[config.mk]
export PLATFORM = sky130hd
export DESIGN_NAME = s2c_responder_flat
export DESIGN_NICKNAME = d
export VERILOG_FILES = /design/src/rtl/s2c_pkg.sv /design/src/rtl/s2c_responder_if.sv /design/src/rtl/s2c_rsp_ser.sv /design/src/rtl/s2c_responder.sv /design/src/flat_wrapper.sv
export SDC_FILE = /design/constraint.sdc
export NUM_CORES = 2
export LEC_CHECK = 0
export CORE_AREA = 2 2 464 466
export DETAILED_ROUTE_END_ITERATION = 6
export DIE_AREA = 0 0 466 468
export SYNTH_ARGS = -nofsm -noshare
export SYNTH_HDL_FRONTEND = slang
export SYNTH_SLANG_ARGS = --single-unit
[constraint.sdc]
create_clock -name clk -period 7.3 [get_ports clk]
set_input_delay 1.46 -clock clk [delete_from_list [all_inputs] [get_ports clk]]
set_output_delay 1.46 -clock clk [all_outputs]
set_load 0.01 [all_outputs]
[src/rtl/s2c_pkg.sv]
// s2c protocol constants and responder FSM state type.
// Latency: n/a (declarations only).
// Backpressure: n/a.
package s2c_pkg;

   localparam int          S2C_DATA_SIZE   = 16;
   localparam logic [31:0] S2C_FN_END      = 32'h0000_00FF;
   localparam logic [31:0] S2C_RET_OK      = 32'h0000_0000;
   localparam logic [31:0] S2C_RET_TIMEOUT = 32'hFFFF_FFFF;

   typedef enum logic [3:0] {
      IDLE,
      RX_FN,
      RX_DATA,
      CALL,
      WAIT,
      TX_ID,
      TX_FN,
      TX_RET,
      TX_DATA
   } s2c_resp_state_e;

endpackage

[src/rtl/s2c_responder_if.sv]
// Bundles the request stream, response stream, user call/done handshake and status.
// Latency: n/a (wiring only).
// Backpressure: req/rsp/call are valid/ready; done is always accepted.
// Ports: req_* (host->responder), rsp_* (responder->host), call_*/done_* (user logic), busy/end_flag.
interface s2c_responder_if
   import s2c_pkg::*;
#(
   parameter int DATA_SIZE = S2C_DATA_SIZE
);
   logic                      req_valid;
   logic                      req_ready;
   logic [31:0]               req_data;

   logic                      rsp_valid;
   logic                      rsp_ready;
   logic [31:0]               rsp_data;
   logic                      rsp_last;

   logic                      call_valid;
   logic                      call_ready;
   logic [31:0]               call_id;
   logic [31:0]               call_fn;
   logic [32*DATA_SIZE-1:0]   call_data;

   logic                      done_valid;
   logic [31:0]               done_ret;
   logic [32*DATA_SIZE-1:0]   done_data;

   logic                      busy;
   logic                      end_flag;

   // Responder side
   modport slave (
      input  req_valid, req_data, rsp_ready, call_ready, done_valid, done_ret, done_data,
      output req_ready, rsp_valid, rsp_data, rsp_last, call_valid, call_id, call_fn, call_data,
             busy, end_flag
   );

   // Host transport plus user handler side
   modport master (
      output req_valid, req_data, rsp_ready, call_ready, done_valid, done_ret, done_data,
      input  req_ready, rsp_valid, rsp_data, rsp_last, call_valid, call_id, call_fn, call_data,
             busy, end_flag
   );
endinterface

[src/rtl/s2c_rsp_ser.sv]
// Serializes a latched response (id, fn, ret, DATA_SIZE data words) onto a 32-bit stream.
// Latency: first word valid the cycle after i_start; one word per cycle when ready.
// Backpressure: holds o_rsp_data stable and does not advance while i_rsp_ready is low.
// Ports: i_start kicks a packet; i_id/i_fn/i_ret/i_data must stay stable until o_done;
//        o_rsp_valid/o_rsp_data/o_rsp_last drive the stream; o_done pulses on last-word accept.
module s2c_rsp_ser
   import s2c_pkg::*;
#(
   parameter int DATA_SIZE = S2C_DATA_SIZE
) (
   input  logic                       clk,
   input  logic                       rst,
   input  logic                       i_start,
   input  logic [31:0]                i_id,
   input  logic [31:0]                i_fn,
   input  logic [31:0]                i_ret,
   input  logic [DATA_SIZE-1:0][31:0] i_data,
   input  logic                       i_rsp_ready,
   output logic                       o_rsp_valid,
   output logic [31:0]                o_rsp_data,
   output logic                       o_rsp_last,
   output logic                       o_done
);
   localparam int              NWORDS = DATA_SIZE + 3;
   localparam int              IW     = $clog2(NWORDS);
   localparam logic [IW-1:0]   LAST_W = IW'(NWORDS - 1);

   logic          r_active;
   logic [IW-1:0] r_idx;
   logic          w_fire;
   logic          w_last;

   assign w_fire = r_active && i_rsp_ready;
   assign w_last = (r_idx == LAST_W);

   always_ff @(posedge clk) begin
      if (rst) begin
         r_active <= 1'b0;
         r_idx    <= '0;
      end else if (i_start) begin
         r_active <= 1'b1;
         r_idx    <= '0;
      end else if (w_fire) begin
         if (w_last) begin
            r_active <= 1'b0;
            r_idx    <= '0;
         end else begin
            r_idx    <= r_idx + IW'(1);
         end
      end
   end

   // Word order: id, fn, ret, then data[0..DATA_SIZE-1]; zero when idle.
   always_comb begin
      o_rsp_data = '0;
      if (r_active) begin
         if (r_idx == IW'(0)) begin
            o_rsp_data = i_id;
         end else if (r_idx == IW'(1)) begin
            o_rsp_data = i_fn;
         end else if (r_idx == IW'(2)) begin
            o_rsp_data = i_ret;
         end else begin
            for (int i = 0; i < DATA_SIZE; i++) begin
               if (int'(r_idx) == i + 3) o_rsp_data = i_data[i];
            end
         end
      end
   end

   assign o_rsp_valid = r_active;
   assign o_rsp_last  = r_active && w_last;
   assign o_done      = w_fire && w_last;

endmodule

[src/rtl/s2c_responder.sv]
// s2c function-call responder: deserialize request, call user logic, serialize response.
// Latency: call_valid the cycle after the last request word; response starts the cycle after done.
// Backpressure: one packet in flight; req_ready low from CALL until the last response word is taken.
// Ports: clk, rst (sync, active-high), bus (s2c_responder_if.slave: req/rsp streams, call/done, busy, end_flag).
// Optional: define S2C_RESP_TIMEOUT_EN to return S2C_RET_TIMEOUT after TIMEOUT_CYC WAIT cycles.
module s2c_responder
   import s2c_pkg::*;
#(
   parameter int DATA_SIZE   = S2C_DATA_SIZE,
   parameter int TIMEOUT_CYC = 1024
) (
   input  logic           clk,
   input  logic           rst,
   s2c_responder_if.slave bus
);
   localparam int            CW       = $clog2(DATA_SIZE + 1);
   localparam logic [CW-1:0] LAST_IDX = CW'(DATA_SIZE - 1);

   if (DATA_SIZE < 1) begin : g_bad_data_size
      $error("s2c_responder: DATA_SIZE must be >= 1");
   end
   if (TIMEOUT_CYC < 1) begin : g_bad_timeout
      $error("s2c_responder: TIMEOUT_CYC must be >= 1");
   end

   s2c_resp_state_e            r_state;
   s2c_resp_state_e            w_state_nxt;
   logic [CW-1:0]              r_cnt;
   logic [31:0]                r_id;
   logic [31:0]                r_fn;
   logic [31:0]                r_ret;
   logic [DATA_SIZE-1:0][31:0] r_data;
   logic                       r_end;

   logic                       w_req_rdy;
   logic                       w_req_fire;
   logic                       w_rx_last;
   logic                       w_tx_start;
   logic                       w_tmo;
   logic                       w_rsp_vld;
   logic                       w_rsp_fire;
   logic                       w_ser_done;

   assign w_req_rdy  = (r_state == IDLE) || (r_state == RX_FN) || (r_state == RX_DATA);
   assign w_req_fire = bus.req_valid && w_req_rdy;
   assign w_rx_last  = w_req_fire && (r_state == RX_DATA) && (r_cnt == LAST_IDX);
   assign w_rsp_fire = w_rsp_vld && bus.rsp_ready;
   // Serializer is kicked on the cycle we decide to enter TX_ID, so its first word lines up with TX_ID.
   assign w_tx_start = (w_state_nxt == TX_ID) && (r_state != TX_ID);

`ifdef S2C_RESP_TIMEOUT_EN
   localparam int            TW       = $clog2(TIMEOUT_CYC + 1);
   localparam logic [TW-1:0] TMO_LAST = TW'(TIMEOUT_CYC - 1);

   logic [TW-1:0] r_tmo_cnt;

   // Zero outside WAIT, so every entry into WAIT starts counting from zero.
   always_ff @(posedge clk) begin
      if (rst || (r_state != WAIT)) r_tmo_cnt <= '0;
      else                          r_tmo_cnt <= r_tmo_cnt + TW'(1);
   end

   assign w_tmo = (r_state == WAIT) && (r_tmo_cnt == TMO_LAST);
`else
   assign w_tmo = 1'b0;
`endif

   always_ff @(posedge clk) begin
      if (rst) r_state <= IDLE;
      else     r_state <= w_state_nxt;
   end

   always_comb begin
      w_state_nxt = r_state;
      case (r_state)
         IDLE:    if (w_req_fire)     w_state_nxt = RX_FN;
         RX_FN:   if (w_req_fire)     w_state_nxt = RX_DATA;
         RX_DATA: if (w_rx_last)      w_state_nxt = (r_fn == S2C_FN_END) ? TX_ID : CALL;
         CALL:    if (bus.call_ready) w_state_nxt = WAIT;
         WAIT:    if (bus.done_valid || w_tmo) w_state_nxt = TX_ID;
         TX_ID:   if (w_rsp_fire)     w_state_nxt = TX_FN;
         TX_FN:   if (w_rsp_fire)     w_state_nxt = TX_RET;
         TX_RET:  if (w_rsp_fire)     w_state_nxt = TX_DATA;
         TX_DATA: if (w_ser_done)     w_state_nxt = IDLE;
         default:                     w_state_nxt = IDLE;
      endcase
   end

   always_ff @(posedge clk) begin
      if (rst) begin
         r_cnt  <= '0;
         r_id   <= '0;
         r_fn   <= '0;
         r_ret  <= '0;
         r_data <= '0;
         r_end  <= 1'b0;
      end else begin
         case (r_state)
            IDLE: begin
               if (w_req_fire) r_id <= bus.req_data;
            end
            RX_FN: begin
               if (w_req_fire) begin
                  r_fn  <= bus.req_data;
                  r_cnt <= '0;
               end
            end
            RX_DATA: begin
               if (w_req_fire) begin
                  for (int i = 0; i < DATA_SIZE; i++) begin
                     if (int'(r_cnt) == i) r_data[i] <= bus.req_data;
                  end
                  if (r_cnt == LAST_IDX) begin
                     r_cnt <= '0;
                     // End packet: echo data back with RET_OK and skip the user call.
                     if (r_fn == S2C_FN_END) begin
                        r_end <= 1'b1;
                        r_ret <= S2C_RET_OK;
                     end
                  end else begin
                     r_cnt <= r_cnt + CW'(1);
                  end
               end
            end
            WAIT: begin
               // A done arriving on the timeout cycle still wins.
               if (bus.done_valid) begin
                  r_ret  <= bus.done_ret;
                  r_data <= bus.done_data;
               end else if (w_tmo) begin
                  r_ret  <= S2C_RET_TIMEOUT;
                  r_data <= '0;
               end
            end
            default: ;
         endcase
      end
   end

   s2c_rsp_ser #(
      .DATA_SIZE (DATA_SIZE)
   ) u_rsp_ser (
      .clk         (clk),
      .rst         (rst),
      .i_start     (w_tx_start),
      .i_id        (r_id),
      .i_fn        (r_fn),
      .i_ret       (r_ret),
      .i_data      (r_data),
      .i_rsp_ready (bus.rsp_ready),
      .o_rsp_valid (w_rsp_vld),
      .o_rsp_data  (bus.rsp_data),
      .o_rsp_last  (bus.rsp_last),
      .o_done      (w_ser_done)
   );

   assign bus.rsp_valid  = w_rsp_vld;
   assign bus.req_ready  = w_req_rdy;
   assign bus.call_valid = (r_state == CALL);
   assign bus.call_id    = r_id;
   assign bus.call_fn    = r_fn;
   assign bus.call_data  = r_data;
   assign bus.busy       = (r_state != IDLE);
   assign bus.end_flag   = r_end;

endmodule

[src/flat_wrapper.sv]
// flat-port wrapper written by rule: the top's interface ports become plain ports
module s2c_responder_flat import s2c_pkg::*;
#(
   parameter int DATA_SIZE   = S2C_DATA_SIZE,
   parameter int TIMEOUT_CYC = 1024
)
  (clk, rst, bus_req_valid, bus_req_data, bus_rsp_ready, bus_call_ready, bus_done_valid, bus_done_ret, bus_done_data, bus_req_ready, bus_rsp_valid, bus_rsp_data, bus_rsp_last, bus_call_valid, bus_call_id, bus_call_fn, bus_call_data, bus_busy, bus_end_flag);
  s2c_responder_if #(.DATA_SIZE(DATA_SIZE)) bus_i ();
  input  logic clk;
  input  logic rst;
  input wire logic [$bits(bus_i.req_valid)-1:0] bus_req_valid;
  input wire logic [$bits(bus_i.req_data)-1:0] bus_req_data;
  input wire logic [$bits(bus_i.rsp_ready)-1:0] bus_rsp_ready;
  input wire logic [$bits(bus_i.call_ready)-1:0] bus_call_ready;
  input wire logic [$bits(bus_i.done_valid)-1:0] bus_done_valid;
  input wire logic [$bits(bus_i.done_ret)-1:0] bus_done_ret;
  input wire logic [$bits(bus_i.done_data)-1:0] bus_done_data;
  output wire logic [$bits(bus_i.req_ready)-1:0] bus_req_ready;
  output wire logic [$bits(bus_i.rsp_valid)-1:0] bus_rsp_valid;
  output wire logic [$bits(bus_i.rsp_data)-1:0] bus_rsp_data;
  output wire logic [$bits(bus_i.rsp_last)-1:0] bus_rsp_last;
  output wire logic [$bits(bus_i.call_valid)-1:0] bus_call_valid;
  output wire logic [$bits(bus_i.call_id)-1:0] bus_call_id;
  output wire logic [$bits(bus_i.call_fn)-1:0] bus_call_fn;
  output wire logic [$bits(bus_i.call_data)-1:0] bus_call_data;
  output wire logic [$bits(bus_i.busy)-1:0] bus_busy;
  output wire logic [$bits(bus_i.end_flag)-1:0] bus_end_flag;
  assign bus_i.req_valid = bus_req_valid;
  assign bus_i.req_data = bus_req_data;
  assign bus_i.rsp_ready = bus_rsp_ready;
  assign bus_i.call_ready = bus_call_ready;
  assign bus_i.done_valid = bus_done_valid;
  assign bus_i.done_ret = bus_done_ret;
  assign bus_i.done_data = bus_done_data;
  assign bus_req_ready = bus_i.req_ready;
  assign bus_rsp_valid = bus_i.rsp_valid;
  assign bus_rsp_data = bus_i.rsp_data;
  assign bus_rsp_last = bus_i.rsp_last;
  assign bus_call_valid = bus_i.call_valid;
  assign bus_call_id = bus_i.call_id;
  assign bus_call_fn = bus_i.call_fn;
  assign bus_call_data = bus_i.call_data;
  assign bus_busy = bus_i.busy;
  assign bus_end_flag = bus_i.end_flag;
  s2c_responder #(.DATA_SIZE(DATA_SIZE), .TIMEOUT_CYC(TIMEOUT_CYC)) u_core (.clk(clk), .rst(rst), .bus(bus_i));
endmodule
==> key figures <==
Die
  • Die ar.: ~0.22 sq mm
  • Chip Width: 466 microns
  • Core ar.: around 0.21 sq mm
  • Io pins: 1196
  • Starting Density: 0.149
  • FP Rows: 170
  • Chip height: 468 microns

Power and ir drop
  • Lkg Pwr: 0.0158 uW
  • Net switching component of the power: 3630 uW
  • Pint: between 7000 and 8000 uW
  • Sw Share: 0.337
  • Power Density: 216 mW/mm^2
  • Total power draw: approximately 11000 uW
  • Clock power frac: 0.420
  • Maximum vdd drop: 0.169 mV
  • Flop pwr share: 0.391
  • Logic pwr share: 0.189

Hold path
  • HP Class: reg -> reg

STA
  • TNS Setup: 0 ns
  • Minimum clock period: 7.06 ns
  • Fin crit share: 0.968
  • Slew HR: 0.0620
  • Final Max Tran Viols: 0
  • Clock Skew: approximately 0.052 ns
  • Unrepaired setup endpoints after global routing: false
  • Worst-Margin Slew: 1.37 ns
  • Final hold viol count: 0
  • Final setup viols: 0
  • Fmax: 0.142 GHz
  • Setup ws final: 0.237 ns

GRT
  • Gr ovfl total: 0
  • Largest net degree at the start of global routing: 151
  • First-pass GRT wire length: 441000 microns
  • Vias in the first global route: 37805
  • Antenna violations before repair: 188
  • Gr usage total: 0.316

Drt
  • Final WL: 361000 microns
  • Met1 WL: approximately 140000 microns
  • Vias: 41385
  • Starting DRT DRC Count: a little over 5000
  • Drt first pass iters: 6
  • Met2 Wirelength: 159000 microns
  • DRC viols: 0
  • WL per Instance: 45.2 microns
  • WL met3: between 30000 and 40000 microns
  • Antenna Nets Post-Route: 0
  • Uppermost layer routed: met5
  • Via density: ~5.2

Logic synthesis
  • Mapped cell area: 0.0319 sq mm
  • Cells after Synth: 4071
  • Most common cell in the netlist: a21oi_1
  • Top post-synthesis cells by area: dfxtp_1 39%, a21oi_1 11%, a211oi_1 11%
  • Synth area leader: dfxtp_1
  • Synth Register Bits: 624
  • Post-synthesis sequential area ratio: 0.392
  • Top post-synthesis cells by count: 718 x a21oi_1, 638 x nor2_1, 624 x dfxtp_1
  • Synthesized netlist net count: 4662
  • Synth warn: 0
  • Synth Flop Type: dfxtp_1
  • Post-synth top area share: 0.392
  • Ys async rst share: 0
  • EDFF count, synth: 0
  • Post-synthesis cell type count: 86
  • Mean Syn Cell Area: 7.83 sq um

Final layout
  • Finished Layout Cells: 7999
  • Layout Nets: 5621
  • Finished Cell Area: 0.0500 sq mm
  • Share of layout cells above drive strength 1: 0.0875
  • Layout area overhead: 56.7%

Critical path
  • Crit path cell chain: inv_1 -> ha_4 -> inv_2 -> buf_4 -> o31a_1 -> o221ai_1 -> o2111ai_1 -> a31oi_1 -> nor2_1 -> clkdlybuf4s50_1
  • Critical Path Fanout Max: 63
  • Arrival time worst endpoint: 5.60 ns
  • CP required: about 6 ns
  • Crit. End Element: output port
  • Critical path startpoint category: flip-flop
  • Worst path slowest cell: ha_4
  • Largest stage delay, worst path: 0.74 ns
  • Kind of critical path: reg -> out

CTS
  • Post-CTS Hold Fix Bufs: 0
  • TritonCTS clock tree: done
  • H-tree Lvls: 3
  • CTS Buf Count: 84
  • CTS Buffer Depth: 3
  • Clock transition at path regs: 0.07 ns
  • Clk Latency, worst-skew pair: 0.74 ns
  • Root Driver: clkbuf_16
  • Sink Count: 624

Placement
  • Placement Cell Area: 0.0468 sq mm
  • I/O Buffers: 1195
  • Detailed Place HPWL: 294000 microns
  • RePlAce Congestion: 0.993
  • Setup WS pre-CTS: 0.865 ns
  • DP Cell Count: 7778

Run status
  • Status: completed

Run
  • MaxCap Viol Count: 0
-- logic make-up after synthesis --
logic type      share of synthesized area
mux                               0.00137
flops                               0.392
buf+inv                            0.0643
xor+xnor                         0.000275
fa+ha+maj                         0.00353
simple gates                        0.177
compound gates                      0.361
-- final cells by class --
cell class | instances | area, sq um
sequential | 624 | 12500
tap | 2838 | 3550
timing repair buffer | 1324 | 13000
clock buffer | 115 | 2460
inverter | 16 | 60.1
clock inverter | 36 | 462
fill | 23372 | 163000
multi-input combinational | 2980 | 17700
antenna | 66 | 165
-- worst max-delay path: cells and delay by family (launching register included) --
family	cells	cell delay (ns)
buffers and inverters	4	1.79
AO/OA/AOI/OAI	4	1.70
AND/OR/NAND/NOR	1	0.13
flip-flops	1	0.38
adder cells (fa/ha/maj)	1	0.74
-- flip-flops by register name (all words and copies together), names as in the netlist --
register	flops
u_core.bus.call_id	32
u_core.r_state	4
u_core.u_rsp_ser.r_idx	5
u_core.r_ret	32
u_core.u_rsp_ser.o_rsp_valid	1
u_core.bus.call_data	512
u_core.bus.end_flag	1
u_core.bus.call_fn	32
u_core.r_cnt	5
-- power groups by stage --
stage | Clock, uW | Combinational [uW] | Sequential [uW]
2_1_floorplan | 0 | 652 | 3920
3_5_place_dp | 0 | 2020 | 4280
4_1_cts | 4600 | 2030 | 4210
5_1_grt | 4720 | 2120 | 4200
3_3_place_gp | 0 | 2000 | 4280
6_report | 4530 | 2040 | 4220
-- final timing paths --
path	to	startpoint	cells past startpoint	slack [ns]
min reg2reg	u_core.bus.call_id[19]$_SDFFE_PP0P_	u_core.bus.call_id[19]$_SDFFE_PP0P_	2	0.47
max reg2reg	u_core.bus.call_data[435]$_SDFFE_PP0P_	u_core.r_state[2]$_SDFF_PP0_	7	3.34
max	bus_rsp_data[13]	u_core.u_rsp_ser.r_idx[1]$_SDFFE_PP0P_	10	0.24
min	u_core.bus.call_id[19]$_SDFFE_PP0P_	u_core.bus.call_id[19]$_SDFFE_PP0P_	2	0.47
-- timing repair --
item,in CTS,in global routing
resized for setup,0,1
setup endpoints to repair,0,3
buffers inserted,0,3
-- metal layers --
layer,vias to the layer above,global-route usage
met3,776,0.127
met2,2940,0.498
li1,17089,-
met4,140,0.193
met5,-,0
met1,20440,0.356
-- per-stage QoR --
step           utilization  hold WS (ns)
2_1_floorplan            -         0.429
3_3_place_gp         0.219         0.452
3_5_place_dp         0.219         0.461
4_1_cts              0.233         0.470
5_1_grt              0.234         0.487
6_report             0.234         0.472
-- cell usage in the layout, fill, tap and decap left out, drive strengths merged, types with 9 or more instances in the layout --
cell,instances
a311oi,9
clkbuf,115
nand4,10
a211oi,528
nor3b,12
buf,132
or3b,10
a22o,17
clkdlybuf4s50,1192
o31ai,9
nor2,643
o31a,10
o2111ai,9
a21o,10
a21oi,734
nor4,16
a31oi,16
nand2b,26
o21ai,113
a22oi,29
o221ai,41
and2,10
diode,66
a2111oi,20
nand3b,13
a221oi,58
and3,12
clkinv,15
or3,11
inv,22
a221o,11
o211ai,17
nor2b,56
ha,9
dfxtp,624
nand2,295
nand3,55
o22ai,33
nor3,33
No activity file was read; power rests on OpenSTA's default activity.
